<file path="src/rtl/mbist_pkg.sv">
// Shared types and the March C- element table for the MBIST march controller.
// Each element is described by direction, op count, op order and its read/write backgrounds.
package mbist_pkg;

    localparam int ELEM_W = 3;
    localparam logic [ELEM_W-1:0] LAST_ELEM = 3'd5;
    localparam int DRAIN_CYCLES = 2;

    typedef enum logic [2:0] {
        IDLE,
        SETUP,
        RUN,
        DRAIN,
        DONE
    } state_t;

    // Op encoding matches the write_read pin polarity.
    typedef enum logic {
        OP_READ  = 1'b0,
        OP_WRITE = 1'b1
    } op_t;

    typedef struct packed {
        logic       down;
        logic [1:0] n_ops;
        op_t        op0;
        op_t        op1;
        logic       rd_bit;
        logic       wr_bit;
    } elem_cfg_t;

    localparam elem_cfg_t ELEM_M0 = '{down: 1'b0, n_ops: 2'd1, op0: OP_WRITE, op1: OP_WRITE, rd_bit: 1'b0, wr_bit: 1'b0};
    localparam elem_cfg_t ELEM_M1 = '{down: 1'b0, n_ops: 2'd2, op0: OP_READ,  op1: OP_WRITE, rd_bit: 1'b0, wr_bit: 1'b1};
    localparam elem_cfg_t ELEM_M2 = '{down: 1'b0, n_ops: 2'd2, op0: OP_READ,  op1: OP_WRITE, rd_bit: 1'b1, wr_bit: 1'b0};
    localparam elem_cfg_t ELEM_M3 = '{down: 1'b1, n_ops: 2'd2, op0: OP_READ,  op1: OP_WRITE, rd_bit: 1'b0, wr_bit: 1'b1};
    localparam elem_cfg_t ELEM_M4 = '{down: 1'b1, n_ops: 2'd2, op0: OP_READ,  op1: OP_WRITE, rd_bit: 1'b1, wr_bit: 1'b0};
    localparam elem_cfg_t ELEM_M5 = '{down: 1'b0, n_ops: 2'd1, op0: OP_READ,  op1: OP_READ,  rd_bit: 1'b0, wr_bit: 1'b0};

    function automatic elem_cfg_t elem_cfg(input logic [ELEM_W-1:0] e);
        case (e)
            3'd0:    return ELEM_M0;
            3'd1:    return ELEM_M1;
            3'd2:    return ELEM_M2;
            3'd3:    return ELEM_M3;
            3'd4:    return ELEM_M4;
            default: return ELEM_M5;
        endcase
    endfunction

endpackage

</file>
<file path="src/rtl/mbist_rdata_cmp.sv">
// Two-stage expect pipeline aligned to the memory's read latency, plus the
// comparator, first-failure capture and saturating mismatch counter.
module mbist_rdata_cmp
    import mbist_pkg::*;
#(
    parameter int DATA_WIDTH = 8,
    parameter int ADDR_WIDTH = 4
) (
    input  logic                  clk,
    input  logic                  rst,
    input  logic                  clear,
    input  logic                  rd_issue,
    input  logic [DATA_WIDTH-1:0] exp_data,
    input  logic [ADDR_WIDTH-1:0] rd_addr,
    input  logic [ELEM_W-1:0]     rd_elem,
    input  logic [DATA_WIDTH-1:0] rdata,
    output logic                  fail,
    output logic [ADDR_WIDTH-1:0] fail_addr,
    output logic [ELEM_W-1:0]     fail_elem,
    output logic [DATA_WIDTH-1:0] fail_data,
    output logic [7:0]            fail_count
);

    typedef struct packed {
        logic                  vld;
        logic [DATA_WIDTH-1:0] exp;
        logic [ADDR_WIDTH-1:0] addr;
        logic [ELEM_W-1:0]     elem;
    } stage_t;

    stage_t s1, s2;
    logic   mismatch;

    assign mismatch = s2.vld && (rdata != s2.exp);

    always_ff @(posedge clk) begin
        if (rst || clear) begin
            s1 <= '0;
            s2 <= '0;
        end else begin
            s1 <= '{vld: rd_issue, exp: exp_data, addr: rd_addr, elem: rd_elem};
            s2 <= s1;
        end
    end

    always_ff @(posedge clk) begin
        if (rst || clear) begin
            fail       <= 1'b0;
            fail_addr  <= '0;
            fail_elem  <= '0;
            fail_data  <= '0;
            fail_count <= '0;
        end else if (mismatch) begin
            fail <= 1'b1;
            if (fail_count != 8'hFF) begin
                fail_count <= fail_count + 8'd1;
            end
            // Only the first mismatch of a run is kept for diagnosis.
            if (!fail) begin
                fail_addr <= s2.addr;
                fail_elem <= s2.elem;
                fail_data <= rdata;
            end
        end
    end

endmodule

</file>
<file path="src/rtl/mbist_march_ctrl.sv">
// March C- initiator: sequences elements M0..M5 over addresses 0..CAPACITY and
// drives the single-port memory; read checking is delegated to mbist_rdata_cmp.
//   state | meaning
//   IDLE  | waiting for start after reset
//   SETUP | one cycle per element, first address and background presented
//   RUN   | one memory op per cycle
//   DRAIN | two cycles flushing the read pipeline
//   DONE  | result valid, waiting for start
module mbist_march_ctrl
    import mbist_pkg::*;
#(
    parameter int DATA_WIDTH = 8,
    parameter int ADDR_WIDTH = 4,
    parameter int CAPACITY   = 15
) (
    input  logic                  clk,
    input  logic                  rst,
    input  logic                  start,
    output logic                  busy,
    output logic                  done,
    output logic                  fail,
    output logic [ADDR_WIDTH-1:0] fail_addr,
    output logic [ELEM_W-1:0]     fail_elem,
    output logic [DATA_WIDTH-1:0] fail_data,
    output logic [7:0]            fail_count,
    output logic                  write_read,
    output logic [ADDR_WIDTH-1:0] address,
    output logic [DATA_WIDTH-1:0] wdata,
    input  logic [DATA_WIDTH-1:0] rdata
);

    localparam logic [ADDR_WIDTH-1:0] ADDR_MAX   = ADDR_WIDTH'(CAPACITY);
    localparam logic                  DRAIN_LOAD = 1'(DRAIN_CYCLES - 1);

    state_t                state, state_nxt;
    logic [ELEM_W-1:0]     elem;
    logic [ADDR_WIDTH-1:0] addr;
    logic                  op_sel;
    logic                  drain_cnt;

    elem_cfg_t             cfg;
    op_t                   cur_op;
    logic [ADDR_WIDTH-1:0] first_addr;
    logic [ADDR_WIDTH-1:0] last_addr;
    logic                  op_last;
    logic                  addr_last;
    logic                  elem_end;
    logic                  start_ok;
    logic                  rd_issue;
    logic [DATA_WIDTH-1:0] exp_data;

    assign cfg        = elem_cfg(elem);
    assign cur_op     = op_sel ? cfg.op1 : cfg.op0;
    assign first_addr = cfg.down ? ADDR_MAX : '0;
    assign last_addr  = cfg.down ? '0 : ADDR_MAX;
    assign op_last    = (({1'b0, op_sel} + 2'd1) == cfg.n_ops);
    assign addr_last  = (addr == last_addr);
    assign elem_end   = (state == RUN) && op_last && addr_last;
    assign start_ok   = start && ((state == IDLE) || (state == DONE));
    assign exp_data   = {DATA_WIDTH{cfg.rd_bit}};

    always_ff @(posedge clk) begin
        if (rst) begin
            state <= IDLE;
        end else begin
            state <= state_nxt;
        end
    end

    always_comb begin
        state_nxt = state;
        case (state)
            IDLE, DONE: if (start) state_nxt = SETUP;
            SETUP:      state_nxt = RUN;
            RUN:        if (elem_end) state_nxt = (elem == LAST_ELEM) ? DRAIN : SETUP;
            DRAIN:      if (drain_cnt == 1'b0) state_nxt = DONE;
            default:    state_nxt = IDLE;
        endcase
    end

    // Address steps only after the last op at an address and never wraps past a bound.
    always_ff @(posedge clk) begin
        if (rst) begin
            elem      <= '0;
            addr      <= '0;
            op_sel    <= 1'b0;
            drain_cnt <= 1'b0;
        end else begin
            case (state)
                IDLE, DONE: begin
                    if (start) begin
                        elem   <= '0;
                        op_sel <= 1'b0;
                    end
                end
                SETUP: begin
                    addr   <= first_addr;
                    op_sel <= 1'b0;
                end
                RUN: begin
                    if (!op_last) begin
                        op_sel <= 1'b1;
                    end else begin
                        op_sel <= 1'b0;
                        if (!addr_last) begin
                            addr <= cfg.down ? addr - 1'b1 : addr + 1'b1;
                        end else if (elem == LAST_ELEM) begin
                            drain_cnt <= DRAIN_LOAD;
                        end else begin
                            elem <= elem + 1'b1;
                        end
                    end
                end
                DRAIN: drain_cnt <= drain_cnt - 1'b1;
                default: ;
            endcase
        end
    end

    always_comb begin
        busy       = 1'b0;
        done       = 1'b0;
        write_read = 1'b0;
        address    = '0;
        wdata      = '0;
        rd_issue   = 1'b0;
        case (state)
            SETUP: begin
                busy    = 1'b1;
                address = first_addr;
                wdata   = {DATA_WIDTH{cfg.wr_bit}};
            end
            RUN: begin
                busy       = 1'b1;
                address    = addr;
                wdata      = {DATA_WIDTH{cfg.wr_bit}};
                write_read = (cur_op == OP_WRITE);
                rd_issue   = (cur_op == OP_READ);
            end
            DRAIN:   busy = 1'b1;
            DONE:    done = 1'b1;
            default: ;
        endcase
    end

    mbist_rdata_cmp #(
        .DATA_WIDTH(DATA_WIDTH),
        .ADDR_WIDTH(ADDR_WIDTH)
    ) u_cmp (
        .clk       (clk),
        .rst       (rst),
        .clear     (start_ok),
        .rd_issue  (rd_issue),
        .exp_data  (exp_data),
        .rd_addr   (addr),
        .rd_elem   (elem),
        .rdata     (rdata),
        .fail      (fail),
        .fail_addr (fail_addr),
        .fail_elem (fail_elem),
        .fail_data (fail_data),
        .fail_count(fail_count)
    );

endmodule
</file>
<file path="config.mk">
export PLATFORM = sky130hd
export DESIGN_NAME = mbist_march_ctrl
export DESIGN_NICKNAME = d
export VERILOG_FILES = /design/src/rtl/mbist_pkg.sv /design/src/rtl/mbist_rdata_cmp.sv /design/src/rtl/mbist_march_ctrl.sv
export SDC_FILE = /design/constraint.sdc
export NUM_CORES = 1
export LEC_CHECK = 0
export CORE_ASPECT_RATIO = 0.8
export CORE_MARGIN = 3
export CORE_UTILIZATION = 52
export DETAILED_ROUTE_END_ITERATION = 8
export PLACE_DENSITY_LB_ADDON = 0.15
export SETUP_SLACK_MARGIN = 0.3
export SYNTH_ARGS = -nofsm -noshare
export SYNTH_HDL_FRONTEND = slang
export SYNTH_SLANG_ARGS = --single-unit
</file>
<file path="constraint.sdc">
create_clock -name clk -period 3.85 [get_ports clk]
set_clock_uncertainty 0.2 [all_clocks]
set_input_delay 0.385 -clock clk [delete_from_list [all_inputs] [get_ports clk]]
set_output_delay 0.385 -clock clk [all_outputs]
set_load 0.01 [all_outputs]
</file>
Word level (Yosys, flattened, before mapping)

Index checks and enable logic that the tools add are counted.

Flip-flop bits (word level): 54
Logic and storage cells: 101

Add/sub/neg operators: 6
Equal/unequal tests: 21
Mux-type cells: 30
Bitwise gates (word level): 3
Reductions and logical operators: 23

Operators with widths:

| kind                                                                  | number |
|---|---|
| 7-bit case mux with 5 select lines                                    | 1 |
| 3-bit two-way mux                                                     | 7 |
| 4-bit two-way mux                                                     | 5 |
| 4-bit case mux with 2 select lines                                    | 2 |
| 2-bit inequality test, second input constant                          | 7 |
| 3-bit by 2-bit equality test with 1-bit output, second input constant | 4 |
| 3-bit case mux with 4 select lines                                    | 1 |
| 3-bit equality test, second input constant                            | 3 |
| 1-bit two-way mux                                                     | 9 |
| 8-bit by 1-bit adder with 8-bit output, second input constant         | 1 |
| 8-bit two-way mux                                                     | 1 |
| 8-bit inequality test                                                 | 1 |
| 8-bit inequality test, second input constant                          | 1 |
| 3-bit by 1-bit equality test with 1-bit output, second input constant | 2 |
| 3-bit zero test                                                       | 2 |
| 3-bit case mux with 2 select lines                                    | 1 |
| 2-bit AND reduction                                                   | 3 |
| 3-bit AND reduction                                                   | 2 |
| 2-bit nonzero test                                                    | 3 |
| 2-bit OR reduction                                                    | 3 |
| 5-bit AND reduction                                                   | 1 |
| 4-bit by 1-bit adder with 4-bit output, second input constant         | 1 |
| 4-bit equality test                                                   | 1 |
| 1-bit logical AND                                                     | 4 |
| other kinds (14)                                                      | 17 |

Depth between registers and ports, before layout

Depth in word-level cells: 7
Depth in mapped cells: 11
Gate-level depth less buffers: 10

Hierarchy

A second synthesis with hierarchy kept.

Cells, all modules: 340
Area total of the unflattened synthesis: 3,095.5 µm²

Modules (own cells, without submodules):

| module           | times used | cells an instance | area an instance (µm²) | seq. area each (µm²) |
|---|---|---|---|---|
| mbist_rdata_cmp  | 1          | 191               | 1,966.9                | 1,121.1 |
| mbist_march_ctrl | 1          | 149               | 1,128.6                | 240.2 |

Least setup slack after synthesis

Ideal clock, no wire load.

Path type: register to register
Start point: register elem[0]
End point: register elem[2]
Library setup time: 0.121 ns
Arrival: 2.955 ns
Required time: 3.529 ns
Slack: 0.573 ns
Stages on the path, launching flop included: 12
Cells stage by stage: dfxtp_1 > inv_1 > ha_1 > buf_2 > mux2i_1 > inv_1 > ha_1 > nor4bb_1 > mux2i_1 > o31ai_4 > nand3_2 > mux2_4

Cells in the longest elaborated chain, start to end: 6
Elaborated cells on any way between the ends: 19
Those cells by class: 1 x add/sub; 10 x eq/ne; 6 x mux; 2 x reduce/logical

RTL lines:

| item                                        | RTL line                | text |
|---|---|---|
| start: declaration                          | mbist_march_ctrl.sv:36  | `logic [ELEM_W-1:0] elem;` |
| start signal: assignment                    | mbist_march_ctrl.sv:110 | `elem <= elem + 1'b1;` |
| 3-bit equality test (tied with other cells) | mbist_pkg.sv:40         | `case (e)` |
| 7-bit case mux with 5 select lines          | mbist_pkg.sv:40         |  |
| 4-bit two-way mux                           | mbist_march_ctrl.sv:55  | `assign last_addr = cfg.down ? '0 : ADDR_MAX;` |
| 4-bit equality test                         | mbist_march_ctrl.sv:57  | `assign addr_last = (addr == last_addr);` |
| 2-bit inequality test (no line)             | -                       |  |
| 5-bit AND reduction (no line)               | -                       |  |

Parallel ways exist; a longest one is shown, timed or not. The select of a mux whose other input is x is not followed.
A chain may end at the register's enable or synchronous reset.

Worst setup path in the final report

Start point: register elem[1]
End point: register elem[0]

Cells in the longest elaborated chain, start to end: 6
Elaborated cells on any way between the ends: 14
Those cells by class: 10 x eq/ne; 2 x mux; 2 x reduce/logical

RTL lines:

| item                                        | RTL line |
|---|---|
| 3-bit equality test (tied with other cells) | mbist_pkg.sv:40 |
| 7-bit case mux with 5 select lines          | mbist_pkg.sv:40 |
| 4-bit two-way mux                           | mbist_march_ctrl.sv:55 |
| 4-bit equality test                         | mbist_march_ctrl.sv:57 |
| 2-bit inequality test (no line)             | - |
| 5-bit AND reduction (no line) *             | - |

Every way passes the cells marked *; elsewhere a longest branch is shown, timed or not.

==> summary.md <==
The total clock buffers created by CTS was 5; the height of the die was 69.4 microns. The tools report the total wire length after detailed routing as 5650 microns. Post-synthesis register bit count: 54. Of the post-synthesis cell area, the dominant cell type holds 41.4%.

The category of the critical setup timing path was register to register. The worst setup path is launched from a register. The tools report the starting density of the core as 55.5%. Dividing the detail-routed wire length by the instance count gives 14.0 microns.

The post-route fraction of the period consumed by the critical path is 86.4%. For this design the ratio of total power to cell area is 331 mW/mm^2. The number of different library cells used by synthesis comes to 55.

The first detailed-routing pass took 4 iterations. The per-cell via count in the routed design is 5.51. Sequential element share of the synthesized area: 41.4%. The worst pin sits at a relative slew slack of 37.1%. The worst path needs 3.33 ns of the cycle, external delays included.

Global routing used 19.3% of the available tracks across all layers. The part of the total power dissipated in sequential elements was 53.8%; the met1 usage in global routing was 26.4%. Entering global routing, the biggest net connects 47 pins.

The wire-length estimate of the detail-placed layout is 3980 microns. For the pin with the worst max-slew slack, the measured transition is 0.937 ns. For this block, the initial DRC count from the detailed router was 139. Summing the areas of all compound-gate instances in the mapped netlist gives 15.4% of the synthesized area. For the worst setup path, the data arrival time is 3.34 ns. Worst min-delay path category: register to register.

Number of max-slew violations in the final report: 0. The run gives 8.5% as the power share of the combinational group. In this run the mean area of a mapped cell was 8.62 sq um. The first global-routing pass estimated 9340 microns of wire.

The final weighted congestion in routability-driven placement is 0.899. In the final timing run, aggregate negative setup slack is 0 ns. In this run the horizontal extent of the chip is 85.2 microns.

The tool flagged a number of max-cap violations equal to 0. The number of global-route vias before repair is 1987, and the share of the synthesized netlist area taken by xor and xnor gates is 1.34%. Setup repair after global routing left no endpoint under its margin. 50 I/O pins were placed.

The logs give 54 for the count of clock tree sinks and 0.230 ns for the worst hold slack after final layout. Leaving out fill and tap cells, the most frequent cell in the layout is sky130_fd_sc_hd__dfxtp_1. Of the cells placed in the final design, the portion with a size suffix greater than 1 is 8.16%. The share of async-settable or async-resettable flops after synthesis is 0%. The hold-fix buffer count after cts was 0; the total congestion overflow was 0. The proportion of power drawn by the clock network came out at 37.7%. The simple-gate area share of the yosys netlist came out at 25.1%.

Summing internal, switching and leakage power gives 1070 uW. After routing the design area is 0.00323 sq mm. Global routing used 4.75% of the available met3 tracks.

Once placement finished, the instance area stood at 0.00310 sq mm. The tools report the leakage power figure as 0.00119 uW. The root buffer selected by CTS is sky130_fd_sc_hd__clkbuf_8.

In this run the power spent charging and discharging nets is 253 uW. For this run, the number of Yosys warnings is 0. The overall die area is 0.00592 sq mm, and the post-CTS clock slew at the launch and capture registers of the worst setup and hold paths is 0.09 ns. The count of port buffers added during placement is 49, and the number of H-tree levels is 2.

The clock reaches the later pin of the worst-skew pair after 0.31 ns. The run gives 0 as the number of failing setup endpoints in the final timing report. The run finished with clean final reports. Synthesis produced a netlist whose cell count is 303.

The run gives 0 as the number of hold-slack violations in the final timing report. The largest area contributor in the netlist was sky130_fd_sc_hd__dfxtp_1. The final layout contains 362 nets.

For the antenna cell count, the log shows 0. The sort of element at the end of the critical path is a register. The number of antenna violations at the first check in global routing was 0. The area growth from synthesis to layout is 23.6%. The switching power share of the total is 23.6%, and the peak supply drop is 0.199 mV.

By area the synthesized netlist is led by sky130_fd_sc_hd__dfxtp_1, sky130_fd_sc_hd__nand2_1, sky130_fd_sc_hd__nor2_1. The post-synthesis net count was 323. Yosys mapped a number of flops with a built-in enable equal to 0. Post-route DRC violation count: 0. The synthesized-area fraction occupied by adder cells was 4.60%; the highest net fanout along the worst path was 8. Cell internal power was estimated by the tool at 816 uW.

For the cell area after technology mapping, the log shows 0.00261 sq mm. For the required time at the worst-slack endpoint, the log shows 3.86 ns. TritonCTS built the clock tree. Measured against the total synthesized area, the mux share comes to 6.23%. For the worst-case clock buffer depth, the log shows 2. The routed via count was 2220; the maximum operating frequency was 0.301 GHz. After floorplanning, the core was divided into 22 placement rows. The combinational family with the most area after synthesis is simple AND/OR/NAND/NOR gates. The run gives 0.00471 sq mm as the floorplan core area. The global routing stage identified its most utilized layer as met2. The library cells used most frequently in the layout, excluding fill and tap cells, are sky130_fd_sc_hd__dfxtp_1, sky130_fd_sc_hd__clkdlybuf4s50_1, sky130_fd_sc_hd__nand2_1. In the synthesized netlist the dominant register cell turns out to be sky130_fd_sc_hd__dfxtp_1. For the number of nets with antenna violations after detailed routing, the log shows 0.

Met2 track demand over resource: 29.2%.
==> synthesized netlist by cell type (2+ instances only) <==
library cell and instances:
sky130_fd_sc_hd__inv_1 10, sky130_fd_sc_hd__nor3_1 7, sky130_fd_sc_hd__xnor2_1 4, sky130_fd_sc_hd__ha_1 8
sky130_fd_sc_hd__a21oi_1 14, sky130_fd_sc_hd__a32oi_1 2, sky130_fd_sc_hd__a31o_2 2, sky130_fd_sc_hd__nand4_1 4
sky130_fd_sc_hd__nor2_1 33, sky130_fd_sc_hd__nand2_1 35, sky130_fd_sc_hd__buf_4 7, sky130_fd_sc_hd__o21ai_0 20
sky130_fd_sc_hd__nand3_1 20, sky130_fd_sc_hd__dfxtp_1 54, sky130_fd_sc_hd__buf_2 2, sky130_fd_sc_hd__o31ai_4 2
sky130_fd_sc_hd__mux2i_1 11, sky130_fd_sc_hd__a22oi_1 2, sky130_fd_sc_hd__nand2b_1 4, sky130_fd_sc_hd__nor4_1 2
sky130_fd_sc_hd__clkbuf_1 12, sky130_fd_sc_hd__a211oi_1 2, sky130_fd_sc_hd__and2_1 11, sky130_fd_sc_hd__a311oi_1 2
sky130_fd_sc_hd__mux2_4 2, sky130_fd_sc_hd__mux2_2 2
==> critical path, cell delays in order, from the launching register on <==
cell and delay, ns:
sky130_fd_sc_hd__dfxtp_1 0.41, sky130_fd_sc_hd__inv_1 0.10, sky130_fd_sc_hd__ha_1 0.30, sky130_fd_sc_hd__mux2i_1 0.18
sky130_fd_sc_hd__buf_4 0.18, sky130_fd_sc_hd__inv_1 0.12, sky130_fd_sc_hd__ha_1 0.41, sky130_fd_sc_hd__nor4bb_2 0.37
sky130_fd_sc_hd__mux2i_1 0.17, sky130_fd_sc_hd__o31ai_4 0.27, sky130_fd_sc_hd__nand3_2 0.18, sky130_fd_sc_hd__mux2_4 0.33
==> layout make-up <==
cell class	instances	area [sq um]
multi-input cells	217	1390
repair buffers	54	528
fillers	370	1480
clock inverters	2	38.8
flip-flops and latches	54	1080
well taps	60	75.1
inverters	10	37.5
clock buffers	6	82.6
==> sequential cells by signal, indices dropped and copies added (netlist names), 3 cells and up <==
signal,cells
addr,4
u_cmp.fail_elem,3
u_cmp.fail_addr,4
u_cmp.s2,9
elem,3
u_cmp.fail_data,8
u_cmp.s1,9
u_cmp.fail_count,8
state,3
==> power by group through the flow <==
stage	clock, uW	sequential, uW	combinational, uW
floorplan	0	580	63.1
global placement	0	587	88.7
detailed placement	0	587	89.4
CTS	411	574	90.2
global route	434	576	99.7
finish	403	575	90.5
==> logic make-up after synthesis <==
group                    after synthesis
AND/OR/NAND/NOR                      131
AO/OA/AOI/OAI                         58
flip-flops                            54
buffers and inverters                 32
multiplexers                          15
adder cells (fa/ha/maj)                9
XOR/XNOR                               4
==> worst paths after layout <==
kind / depth (start not counted) / startpoint / slack, ns / to
worst max-delay path: 11 / elem[1] / 0.52 / elem[0]
worst min-delay path: 1 / u_cmp.s1[3] / 0.23 / u_cmp.s2[3]
worst max register to register: 11 / elem[1] / 0.52 / elem[0]
worst min register to register: 1 / u_cmp.s1[3] / 0.23 / u_cmp.s2[3]
==> per-layer routing <==
metal  up-vias  wire [microns]
met1      1031            2710
met3         6             268
li1       1128               -
met2        55            2610
met4         0              68
met5         -               0
==> stage by stage <==
step	util, %	setup WS (ns)	std cells
2_1_floorplan	-	0.573	303
3_3_place_gp	65.9	0.712	395
3_5_place_dp	65.9	0.601	395
4_1_cts	68.4	0.511	403
5_1_grt	68.6	0.298	403
6_report	68.6	0.523	403
==> repair_timing <==
item / in CTS / in global routing
buffers inserted: 0 / 0
resized for setup: 0 / 1
setup endpoints to repair: 0 / 2
Power figures use the tool's default switching activity.
==> patch 1: new RTL, same flow settings <==
Add an input register stage for `start` and `rdata`, with the module's reset; this delays them by one clock.
--- a/src/rtl/mbist_march_ctrl.sv
+++ b/src/rtl/mbist_march_ctrl.sv
@@ -32,6 +32,19 @@
     localparam logic [ADDR_WIDTH-1:0] ADDR_MAX   = ADDR_WIDTH'(CAPACITY);
     localparam logic                  DRAIN_LOAD = 1'(DRAIN_CYCLES - 1);
 
+    logic start_q;
+    logic [DATA_WIDTH-1:0] rdata_q;
+
+    always_ff @(posedge clk) begin
+        if (rst) begin
+            start_q <= '0;
+            rdata_q <= '0;
+        end else begin
+            start_q <= start;
+            rdata_q <= rdata;
+        end
+    end
+
     state_t                state, state_nxt;
     logic [ELEM_W-1:0]     elem;
     logic [ADDR_WIDTH-1:0] addr;
@@ -56,7 +69,7 @@
     assign op_last    = (({1'b0, op_sel} + 2'd1) == cfg.n_ops);
     assign addr_last  = (addr == last_addr);
     assign elem_end   = (state == RUN) && op_last && addr_last;
-    assign start_ok   = start && ((state == IDLE) || (state == DONE));
+    assign start_ok   = start_q && ((state == IDLE) || (state == DONE));
     assign exp_data   = {DATA_WIDTH{cfg.rd_bit}};
 
     always_ff @(posedge clk) begin
@@ -70,7 +83,7 @@
     always_comb begin
         state_nxt = state;
         case (state)
-            IDLE, DONE: if (start) state_nxt = SETUP;
+            IDLE, DONE: if (start_q) state_nxt = SETUP;
             SETUP:      state_nxt = RUN;
             RUN:        if (elem_end) state_nxt = (elem == LAST_ELEM) ? DRAIN : SETUP;
             DRAIN:      if (drain_cnt == 1'b0) state_nxt = DONE;
@@ -88,7 +101,7 @@
         end else begin
             case (state)
                 IDLE, DONE: begin
-                    if (start) begin
+                    if (start_q) begin
                         elem   <= '0;
                         op_sel <= 1'b0;
                     end
@@ -154,7 +167,7 @@
         .exp_data  (exp_data),
         .rd_addr   (addr),
         .rd_elem   (elem),
-        .rdata     (rdata),
+        .rdata     (rdata_q),
         .fail      (fail),
         .fail_addr (fail_addr),
         .fail_elem (fail_elem),
Behaviour: not the same (a bounded check fails within 4 cycles, from zero or initial values and one cycle with rst high).
==> patch 1 against the unedited design <==
- setup slack gained 120 ps
- design area grew 11%
- sequential cell count grew 9
- sequential share of layout area grew 1.8 points
- fmax grew 3.6%
- total power grew 27%
- global-route usage grew 0.58 points
- wire length shrank 1.4%
- sequential power grew 17%
- synthesized area grew 10%
- critical path type unchanged
- largest power group unchanged
==> patch 1: results (changes against the unedited design) <==
status: finished clean
placed cell area: 3370 um2 (+8.6%)
top flop regs: u_cmp.s1: 9 flops, u_cmp.s2: 9 flops
CP max stage delay: 380 ps (-30 ps)
WL per Instance: 13.2 um (-5.6%)
Clock Latency Late Sink: 330 ps (+20 ps)
largest net degree at the start of global routing: 41 (-13%)
met1 usage: 0.257 (-0.00696)
fin nets: 374 (+3.3%)
met2 usage: 0.304 (+0.0119)
peak supply drop: 0.000301 V (+52%)
initial DRC count: 112 (-19%)
cell family with most CP delay: simple AND/OR/NAND/NOR gates
slowest stage cell, crit path: dfxtp_1
H-tree depth: 3 (+1)
CP max FO: 12 (+4)
Syn Nets: 329 (+1.9%)
share of layout cells above drive strength 1: 0.153 (+0.0716)
synth top area cells: dfxtp_1 44%, o21ai_2 4.3%, ha_1 3.5%
Post-synth top cells: 63 x dfxtp_1, 23 x nand2_1, 23 x nor2_1
LEAKAGE: 0.00132 uW (+10%)
Cells after Synth: 309 (+2.0%)
cts repair resizes: 0 (unchanged)
routed vias: 2,292 (+3.2%)
clk slew on worst S/H paths: 70 ps (-20 ps)
Synth top area share: 0.438 (+0.0247)
detailed placement HPWL: 3990 um (+0.31%)
vias in the first global route: 2,180 (+9.7%)
grt met3 use: 0.0806 (+0.0331)
post-synthesis sequential area ratio: 0.438 (+0.0247)
all-layer global routing usage: 0.199 (+0.00583)
Num CTS Buffers: 9 (+4)
Inst Count DP: 405 (+2.5%)
slew at the pin closest to its max-slew limit: 524 ps (-413 ps)
fin cells: 421 (+4.5%)
first-pass GRT wire length: 9810 um (+5.1%)
Worst EP arrival: 3230 ps (-110 ps)
GPL Wtd Cong: 0.878 (-2.3%)
Distinct cells, synth: 57 (+3.6%)
patch 1: final cells by class:
type	instances	area, um2
Multi-Input combinational cell	209	1430
Tap cell	62	77.6
Timing Repair Buffer	55	536
Clock buffer	11	151
Fill cell	414	1610
Sequential cell	63	1260
Clock inverter	5	56.3
Inverter	16	60.1
patch 1: final timing paths:
check	start	to	slack (ps)
min	u_cmp.s1[7]	u_cmp.s2[7]	230
max	elem[0]	elem[2]	640
min reg2reg	u_cmp.s1[7]	u_cmp.s2[7]	230
max reg2reg	elem[0]	elem[2]	640
patch 1: per-stage QoR:
stage | hold WS, ps | setup slack (ps)
after floorplan | 206 | 908
after global placement | 214 | 785
after detailed placement | 217 | 667
after CTS | 232 | 645
after global routing | 246 | 377
final | 227 | 640
patch 1: per-layer routing:
| layer | vias up | routed length, um | part of all wire |
|---|---|---|---|
| met4 | 0 | 40 | 0.0072 |
| met5 | - | 0 | 0 |
| met2 | 63 | 2590 | 0.46 |
| met3 | 4 | 365 | 0.066 |
| met1 | 1058 | 2580 | 0.46 |
| li1 | 1167 | - | - |
patch 1: kinds of logic after synthesis:
group	after synthesis	share of synthesized area
AO/OA/AOI/OAI	64	0.161
XOR/XNOR	3	0.00914
adder cells (fa/ha/maj)	9	0.0418
buffers and inverters	37	0.0674
flip-flops	63	0.438
multiplexers	10	0.0374
AND/OR/NAND/NOR	123	0.245
patch 1: report_power, final:
part           internal, uW  switching (uW)
Clock                   333             251
Sequential              663            12.0
Combinational          41.8            55.3
Total                  1040             318
==> patch 2: new RTL, same settings <==
Without the edit above. `ADDR_WIDTH` is set to 4 in 2 places; all go to 3.
--- a/src/rtl/mbist_rdata_cmp.sv
+++ b/src/rtl/mbist_rdata_cmp.sv
@@ -4,7 +4,7 @@
     import mbist_pkg::*;
 #(
     parameter int DATA_WIDTH = 8,
-    parameter int ADDR_WIDTH = 4
+    parameter int ADDR_WIDTH = 3
 ) (
     input  logic                  clk,
     input  logic                  rst,
--- a/src/rtl/mbist_march_ctrl.sv
+++ b/src/rtl/mbist_march_ctrl.sv
@@ -10,7 +10,7 @@
     import mbist_pkg::*;
 #(
     parameter int DATA_WIDTH = 8,
-    parameter int ADDR_WIDTH = 4,
+    parameter int ADDR_WIDTH = 3,
     parameter int CAPACITY   = 15
 ) (
     input  logic                  clk,
Interface: changed (resized address and fail_addr); port bits go from 50 to 48. No check against the original RTL was run, so the function may have changed too.
==> patch 2 against the unedited design <==
- synthesized area fell by 8.4%
- highest routed layer unchanged
- total power fell by 8.5%
- worst hold slack got worse by 2.2 ps
- wire length fell by 14%
- clock power fell by 8.4%
- sequential power fell by 8.5%
- sequential cell count fell by 4
- setup slack got worse by 1.1 ps
- critical path depth fell by 1
- design area fell by 7.6%
- largest cell class unchanged
==> patch 2: results (changes against the unedited design) <==
status: finished clean
routed length on met2: 2250 um (-14%)
Synth Flop Type: dfxtp_1
flop-to-flop setup slack: 520 ps (about the same)
Worst EP arrival: 3290 ps (-50 ps)
detailed placement HPWL: 3580 um (-10%)
placed cell area: 2860 um2 (-7.7%)
first-pass GRT wire length: 7860 um (-16%)
Clock Latency Late Sink: 290 ps (-20 ps)
post-synthesis sequential area ratio: 0.418 (+0.00462)
Pre-antenna DRT Iters: 5 (+1)
Buffers on Ports: 47 (-4.1%)
metal3 WL: 218 um (-19%)
all-layer global routing usage: 0.187 (-0.00620)
worst hold path type: register to register
min-delay src: u_cmp.s1[6]
Crit Reg-Reg Startpoint: elem[0]
fin nets: 322 (-11%)
synth top area cells: dfxtp_1 42%, mux2i_1 7.9%, nor2_1 6.0%
Max-slew headroom: 0.517 (+0.146)
met2 usage: 0.307 (+0.0152)
initial antenna violation count: 0 (unchanged)
peak supply drop: 0.000215 V (+8.4%)
hold slack: 228 ps (-2.19 ps)
routed vias: 1,948 (-12%)
Num CTS Buffers: 5 (unchanged)
Distinct cells, synth: 52 (-5.5%)
R2R cell count: 10 (-1)
cell family with most CP delay: compound AO/OA/AOI/OAI gates
WL per Instance: 13.5 um (-3.7%)
WHS Endpoint: u_cmp.s2[6]
Antenna Cells: 0 (unchanged)
H-tree depth: 2 (unchanged)
Syn Nets: 278 (-14%)
largest net degree at the start of global routing: 21 (-55%)
r2r endpoint: addr[2]
CTS max path bufs: 2 (unchanged)
CP max FO: 7 (-1)
GPL Wtd Cong: 0.901 (+0.27%)
warning count from the yosys run: 0 (unchanged)
met1 usage: 0.240 (-0.0238)
max layer used: met4
WL met1: 2360 um (-13%)
LEAKAGE: 0.00107 uW (-11%)
clk slew on worst S/H paths: 90 ps (about the same)
CP max stage delay: 490 ps (+80 ps)
slowest stage cell, crit path: o41a_1
Post-synth top cells: 50 x dfxtp_1, 38 x nor2_1, 19 x mux2i_1
vias in the first global route: 1,764 (-11%)
Synth async-reset ratio: 0 (unchanged)
Hold Path Cell Cnt: 1 (unchanged)
share of layout cells above drive strength 1: 0.0957 (+0.0141)
initial DRC count: 74 (-47%)
grt met3 use: 0.0405 (-0.00697)
clk root buf: clkbuf_8
patch 2: layout make-up:
type / count / area, um2
Multi-Input combinational cell: 184 / 1240
Fill cell: 366 / 1330
Clock buffer: 6 / 82.6
Timing Repair Buffer: 54 / 523
Sequential cell: 50 / 1000
Clock inverter: 1 / 30.0
Tap cell: 57 / 71.3
Inverter: 8 / 30.0
patch 2: what timing repair did:
item,4_1_cts,5_1_grt
setup buffers,0,1
endpoints found under the setup margin,0,1
gates resized for setup,0,0
hold buffers,0,0
hold endpoints to repair,0,0
patch 2: kinds of logic (layout without fill, tap and decap cells):
logic type / count (synthesis) / count (layout) / synth area share
flops: 50 / 50 / 0.418
xor+xnor: 3 / 3 / 0.0110
fa+ha+maj: 8 / 8 / 0.0450
simple gates: 110 / 110 / 0.239
buf+inv: 25 / 69 / 0.0633
mux: 21 / 21 / 0.0952
compound gates: 42 / 42 / 0.129
patch 2: report_power, final:
group	leakage (uW)	total, uW	switching [uW]	internal (uW)
clock network	0.0000573	369	161	208
registers	0.000403	526	6.45	520
logic	0.000606	81.5	45.6	35.9
total	0.00107	977	213	764
patch 2: metrics by stage:
stage	utilization	total power [uW]	std cells	worst slack [ps]
after floorplan	-	588	259	823
after global placement	0.664	619	352	700
after detailed placement	0.664	620	352	566
after CTS	0.690	987	359	549
after global routing	0.692	1010	360	355
final	0.692	977	360	522
patch 2: how the worst max path moves through the flow:
stage                    to  depth (start not counted)  slack (ps)  startpoint
detailed placement  addr[2]                         10         570     elem[0]
global route        addr[2]                         10         360     elem[0]
finish              addr[2]                         10         520     elem[0]
global placement    addr[2]                         10         700     elem[0]
CTS                 addr[2]                         10         550     elem[0]
floorplan           addr[1]                         10         820     elem[0]
